<file path="config.mk">
export PLATFORM = sky130hd
export DESIGN_NAME = spi_regbank_arb
export DESIGN_NICKNAME = d
export VERILOG_FILES = /design/src/rtl/spi_reg_pkg.sv /design/src/rtl/spi_regbank_array.sv /design/src/rtl/spi_regbank_arb.sv
export SDC_FILE = /design/constraint.sdc
export NUM_CORES = 1
export LEC_CHECK = 0
export CORE_MARGIN = 3
export CORE_UTILIZATION = 52
export DETAILED_ROUTE_END_ITERATION = 6
export PLACE_DENSITY = 0.92
export SLEW_MARGIN = 30
export SYNTH_ARGS = -nofsm -noshare
export SYNTH_HDL_FRONTEND = slang
export SYNTH_SLANG_ARGS = --single-unit
</file>
<file path="constraint.sdc">
create_clock -name clk -period 2.37 [get_ports clk]
set_clock_uncertainty 0.1 [all_clocks]
set_input_delay 0.474 -clock clk [delete_from_list [all_inputs] [get_ports clk]]
set_output_delay 0.474 -clock clk [all_outputs]
set_load 0.02 [all_outputs]
</file>
<file path="src/rtl/spi_reg_pkg.sv">
// Shared types and constants for the SPI-controlled register bank with core-side arbitration.
package spi_reg_pkg;

  typedef enum logic [1:0] {
    ST_IDLE    = 2'd0,
    ST_GRANT   = 2'd1,
    ST_RELEASE = 2'd2
  } arb_state_e;

  localparam logic [5:0] FC_CLEAR   = 6'h00;
  localparam logic [5:0] FC_LOCK    = 6'h01;
  localparam logic [5:0] FC_UNLOCK  = 6'h02;
  localparam logic [5:0] FC_CLRSTAT = 6'h3F;

  localparam int STAT_LOCK   = 7;
  localparam int STAT_PEND   = 6;
  localparam int STAT_OVF    = 5;
  localparam int STAT_CNT_HI = 4;
  localparam int STAT_CNT_LO = 0;

  localparam int             COLL_W   = 5;
  localparam logic [COLL_W-1:0] COLL_MAX = 5'd31;

endpackage

</file>
<file path="src/rtl/spi_regbank_array.sv">
// Register storage with an SPI write port, a core write port and a bulk clear.
// Priority per register: SPI write, then clear, then core write.
module spi_regbank_array #(
  parameter int ADDR_W = 3,
  parameter int REG_W  = 8
) (
  input  logic                            clk,
  input  logic                            nrst,
  input  logic                            clear,
  input  logic                            spi_we,
  input  logic [ADDR_W-1:0]               spi_addr,
  input  logic [REG_W-1:0]                spi_wdata,
  input  logic                            core_we,
  input  logic [ADDR_W-1:0]               core_addr,
  input  logic [REG_W-1:0]                core_wdata,
  input  logic [ADDR_W-1:0]               rd_addr_a,
  output logic [REG_W-1:0]                rd_data_a,
  input  logic [ADDR_W-1:0]               rd_addr_b,
  output logic [REG_W-1:0]                rd_data_b,
  output logic [(1<<ADDR_W)*REG_W-1:0]    regs_flat
);

  localparam int NREG = 1 << ADDR_W;

  logic [REG_W-1:0] regs [NREG];

  always_ff @(posedge clk or negedge nrst) begin
    if (!nrst) begin
      for (int k = 0; k < NREG; k++) regs[k] <= '0;
    end else begin
      for (int k = 0; k < NREG; k++) begin
        if (spi_we && spi_addr == ADDR_W'(k))
          regs[k] <= spi_wdata;
        else if (clear)
          regs[k] <= '0;
        else if (core_we && core_addr == ADDR_W'(k))
          regs[k] <= core_wdata;
      end
    end
  end

  assign rd_data_a = regs[rd_addr_a];
  assign rd_data_b = regs[rd_addr_b];

  always_comb begin
    regs_flat = '0;
    for (int k = 0; k < NREG; k++) regs_flat[k*REG_W +: REG_W] = regs[k];
  end

endmodule

</file>
<file path="src/rtl/spi_regbank_arb.sv">
// Register bank shared between an SPI host (always wins) and a core requester
// arbitrated by an IDLE/GRANT/RELEASE handshake, plus fast commands and status.
module spi_regbank_arb
  import spi_reg_pkg::*;
#(
  parameter int ADDR_W = 3,
  parameter int REG_W  = 8
) (
  input  logic                            clk,
  input  logic                            nrst,
  input  logic [ADDR_W-1:0]               spi_addr,
  input  logic [REG_W-1:0]                spi_wdata,
  input  logic                            spi_wvld,
  input  logic [5:0]                      fastcmd,
  input  logic                            fastcmd_vld,
  output logic [REG_W-1:0]                spi_rdata,
  output logic [7:0]                      status,
  input  logic                            core_req,
  input  logic                            core_we,
  input  logic [ADDR_W-1:0]               core_addr,
  input  logic [REG_W-1:0]                core_wdata,
  output logic                            core_gnt,
  output logic [REG_W-1:0]                core_rdata,
  output logic                            core_err,
  output logic [(1<<ADDR_W)*REG_W-1:0]    regs_flat
);

  arb_state_e state, state_nxt;

  logic              lock;
  logic              ovf;
  logic [COLL_W-1:0] coll_cnt;
  logic [7:0]        status_nxt;

  logic fc_clear, fc_lock, fc_unlock, fc_clrstat, fc_unknown;
  logic go_grant, collision, core_wr, gnt_nxt, err_nxt;
  logic [REG_W-1:0] core_rd;

  always_comb begin
    fc_clear   = 1'b0;
    fc_lock    = 1'b0;
    fc_unlock  = 1'b0;
    fc_clrstat = 1'b0;
    fc_unknown = 1'b0;
    if (fastcmd_vld) begin
      case (fastcmd)
        FC_CLEAR:   fc_clear   = 1'b1;
        FC_LOCK:    fc_lock    = 1'b1;
        FC_UNLOCK:  fc_unlock  = 1'b1;
        FC_CLRSTAT: fc_clrstat = 1'b1;
        default:    fc_unknown = 1'b1;
      endcase
    end
  end

  // Any SPI activity in the same cycle keeps the core waiting in IDLE.
  assign go_grant = core_req && !spi_wvld && !fastcmd_vld;

  always_ff @(posedge clk or negedge nrst) begin
    if (!nrst) state <= ST_IDLE;
    else       state <= state_nxt;
  end

  always_comb begin
    state_nxt = state;
    case (state)
      ST_IDLE:    if (go_grant) state_nxt = ST_GRANT;
      ST_GRANT:   state_nxt = ST_RELEASE;
      ST_RELEASE: state_nxt = ST_IDLE;
      default:    state_nxt = ST_IDLE;
    endcase
  end

  // Grant/err are computed on IDLE exit so they line up with the GRANT cycle;
  // the core write itself is decided during GRANT against live SPI/fastcmd activity.
  always_comb begin
    gnt_nxt   = 1'b0;
    err_nxt   = 1'b0;
    collision = 1'b0;
    core_wr   = 1'b0;
    case (state)
      ST_IDLE: begin
        gnt_nxt = go_grant;
        err_nxt = go_grant && core_we && lock;
      end
      ST_GRANT: begin
        collision = core_we && spi_wvld && (spi_addr == core_addr);
        core_wr   = core_we && !lock && !collision && !fc_clear;
      end
      default: ;
    endcase
  end

  always_ff @(posedge clk or negedge nrst) begin
    if (!nrst) begin
      core_gnt   <= 1'b0;
      core_err   <= 1'b0;
      core_rdata <= '0;
    end else begin
      core_gnt <= gnt_nxt;
      core_err <= err_nxt;
      if (gnt_nxt) core_rdata <= core_rd;
    end
  end

  always_ff @(posedge clk or negedge nrst) begin
    if (!nrst) begin
      lock     <= 1'b0;
      ovf      <= 1'b0;
      coll_cnt <= '0;
    end else begin
      if (fc_lock)        lock <= 1'b1;
      else if (fc_unlock) lock <= 1'b0;
      if (fc_clrstat) begin
        coll_cnt <= '0;
        ovf      <= 1'b0;
      end else begin
        if (collision) begin
          if (coll_cnt == COLL_MAX) ovf <= 1'b1;
          else                      coll_cnt <= coll_cnt + 5'd1;
        end
        if (fc_unknown) ovf <= 1'b1;
      end
    end
  end

  always_comb begin
    status_nxt                           = '0;
    status_nxt[STAT_LOCK]                = lock;
    status_nxt[STAT_PEND]                = (state == ST_IDLE) && core_req;
    status_nxt[STAT_OVF]                 = ovf;
    status_nxt[STAT_CNT_HI:STAT_CNT_LO]  = coll_cnt;
  end

  always_ff @(posedge clk or negedge nrst) begin
    if (!nrst) status <= '0;
    else       status <= status_nxt;
  end

  spi_regbank_array #(
    .ADDR_W (ADDR_W),
    .REG_W  (REG_W)
  ) u_array (
    .clk        (clk),
    .nrst       (nrst),
    .clear      (fc_clear),
    .spi_we     (spi_wvld),
    .spi_addr   (spi_addr),
    .spi_wdata  (spi_wdata),
    .core_we    (core_wr),
    .core_addr  (core_addr),
    .core_wdata (core_wdata),
    .rd_addr_a  (spi_addr),
    .rd_data_a  (spi_rdata),
    .rd_addr_b  (core_addr),
    .rd_data_b  (core_rd),
    .regs_flat  (regs_flat)
  );

endmodule

</file>
==> results.md <==
* Outcome: finished, violations left
* Failing checks: design-rule violations
* Num CTS Buffers at 9
* Post-placement cell count at 895
* Synthesis warning total at 0
* WHS Endpoint: status[5]$_DFF_PN0_
* Slew margin rel. at 53.13%
* Yosys reg bits at 91
* Fmax at 423.0 MHz
* Router iterations before antenna repair at 7
* Post-Synthesis Cells at 578
* Register area share after synthesis at 38.00%
* Main synth FF type: dfrtp_1
* WHS at 289.8 ps
* Synth Area in Adders at 0.4176%
* Die Area at 12850 sq um
* Fin. Hold Viols at 0
* Clk sinks at 91
* Final Core Density at 78.41%
* Clk Latency, worst-skew pair at 360 ps
* First-pass GRT wire length at 42.95 mm
* P&R area growth vs syn at 44.35%
* Most common cell in the synthesized netlist: dfrtp_1
* Mapped cell area at 5992 sq um
* WL per Instance at 31.23 microns
* Crit-path max FO at 9
* Final ANT Viol Nets at 0
* Placeable Area at 11030 sq um
* CP Launch Type: input pin
* Setup WS post-layout at 6.127 ps
* Initial antenna violation count at 2
* Post-Layout Cell Count at 918
* Chip height at 113.3 microns
* Power per Cell Area at 775.4 nW/um^2
* Tot GR Track Use at 45.38%
* Chip Width at 113.3 microns
* Crit Path Class: input pin to primary output
* Total Wirelength at 28.67 mm
* Static leakage at 0.003697 uW
* Maxcap violations at 0
* Setup WS pre-CTS at -787.5 ps
* CP Data Required Time at 1800 ps
* Peak supply drop at 0.7459 mV
* I/O Buffers at 123
* Critical path capture point type: primary output
* Starting density of the core at 54.32%
* Largest net degree at the start of global routing at 73
* Unrepaired setup endpoints after global routing: no
* TritonCTS clock tree: yes
* Post-synth top cells: dfrtp_1, nand2_1, nand3_1
* Top cell type's share of synthesized area at 38.00%
* Vias in the first global route at 7115
* Period utilisation layout at 99.74%
* Post-synth cell types at 44
* Register-to-register setup slack at 230 ps
* DRT iter0 DRCs at 1416
* Placer's final routability congestion estimate at 1.138
* Synth top area cells: dfrtp_1, mux4_2, o2111ai_1
* Clock H-tree levels at 3
* Area leader, netlist: dfrtp_1
* CTS clk-pin slew, worst paths at 70 ps
* Number of synthesized flops with an enable pin at 0
* Final nets at 808
* Hold Crit Depth at 0
* Synth Area in XOR/XNOR at 1.002%
* HPWL Detailed at 18.38 mm
* Worst r2r dst: u_array.regs_flat[46]$_DFFE_PN0P_
* Compound-gate portion of the synthesized area at 21.53%
* Fin crit period at 2364 ps
* Min-delay src: ovf$_DFFE_PN0P_
* Row cnt at 38
* Clock root cell: clkbuf_16
* Ports at 124
* Simple-gate share of the synthesized area at 17.04%
* Largest family of logic cells by synthesized area: compound AO/OA/AOI/OAI gates
* Worst R2R Path Depth at 6
* Syn_area_per_cell at 10.37 sq um
* Slew @ Worst Pin at 700.8 ps
* R2r startpoint: lock$_DFFE_PN0P_
* Crit path DAT at 1790 ps
* Mapped Nets at 614
* Layout cells sized above 1 at 31.92%
* Via count at 7090
* Worst min-delay path class: flop to flop
* Async SR Flop Fraction at 100.0%
* GRT overflow at 0
* Setup violators final at 0
* CTS Buffer Depth at 2
* DR DRC count at 45
* Mux share of post-synthesis cell area at 15.70%
* Max-slew violations at 0
* Drt via density at 7.723
-- flip-flops by register name (all words and copies together) (netlist names) --
| name | count |
|---|---|
| u_array.regs_flat | 64 |
| core_rdata | 8 |
| status | 8 |
| coll_cnt | 5 |
| state | 2 |
| core_err | 1 |
| core_gnt | 1 |
| lock | 1 |
| ovf | 1 |
-- critical path, cell delays in order --
cell,delay [ps]
clkdlybuf4s15_2,240
bufbuf_16,310
mux4_2,310
mux2_2,290
buf_2,160
-- how the worst max path moves through the flow --
stage,cells after the start,start,end
3_3_place_gp,5,spi_addr[0],spi_rdata[6]
2_1_floorplan,3,spi_addr[0],spi_rdata[7]
3_5_place_dp,5,spi_addr[0],spi_rdata[2]
6_report,5,spi_addr[1],spi_rdata[3]
5_1_grt,5,spi_addr[1],spi_rdata[3]
4_1_cts,5,spi_addr[0],spi_rdata[1]
-- per-layer routing --
| layer | up-vias | GRT usage, % | routed length [microns] |
|---|---|---|---|
| li1 | 2636 | - | - |
| met1 | 3240 | 49.95 | 8844 |
| met2 | 882 | 66.94 | 11900 |
| met3 | 332 | 25.13 | 4904 |
| met4 | 0 | 30.85 | 3017 |
| met5 | - | 0 | 0 |
-- final cells by class --
| type | instances | area (sq um) |
|---|---|---|
| Sequential cell | 91 | 2280 |
| Multi-Input combinational cell | 404 | 3398 |
| Antenna cell | 1 | 2.502 |
| Timing Repair Buffer | 260 | 2430 |
| Inverter | 6 | 22.52 |
| Clock inverter | 7 | 116.4 |
| Clock buffer | 9 | 225.2 |
| Fill cell | 626 | 2381 |
| Tap cell | 140 | 175.2 |
-- logic make-up after synthesis --
| kind of cell | Yosys count |
|---|---|
| simple gates | 204 |
| compound gates | 142 |
| flops | 91 |
| buf+inv | 83 |
| mux | 53 |
| xor+xnor | 3 |
| fa+ha+maj | 2 |
-- stage by stage --
step	power, uW	TNS [ps]	instance area (sq um)
finish	6707	0	8650
floorplan	3254	0	5992
detailed placement	4805	-31230	8174
global route	6809	0	8647
CTS	6487	-189.3	8607
global placement	4681	-27290	8174
-- repair_timing --
item                                   CTS  global route
hold buffers                             1             0
setup endpoints to repair               57            18
pin swaps                                0             1
gates resized for setup                 46            11
endpoints found under the hold margin   33             0
setup buffers                            1             1
cloned                                   3             0
-- layout by cell type, fill, tap and decap left out, types with 5 or more instances in the layout --
master             n
buf_12            11
buf_4            125
nand2_1           87
mux4_2            32
nor2_1             5
o2111ai_1         63
o21ai_0            7
clkdlybuf4s50_1  112
nand3_1           70
buf_2              6
or2_1              6
o211ai_2          26
mux2_2             8
clkbuf_16          9
nand4b_1           5
o211ai_1          38
dfrtp_1           89
mux2i_1           10
inv_1              6
-- where the power goes --
group          internal [uW]  switching, uW  total (uW)
sequential              1830            283        2110
clock                   1030            668        1700
combinational           1390           1510        2900
total                   4250           2460        6710
Power figures use the tool's default switching activity.
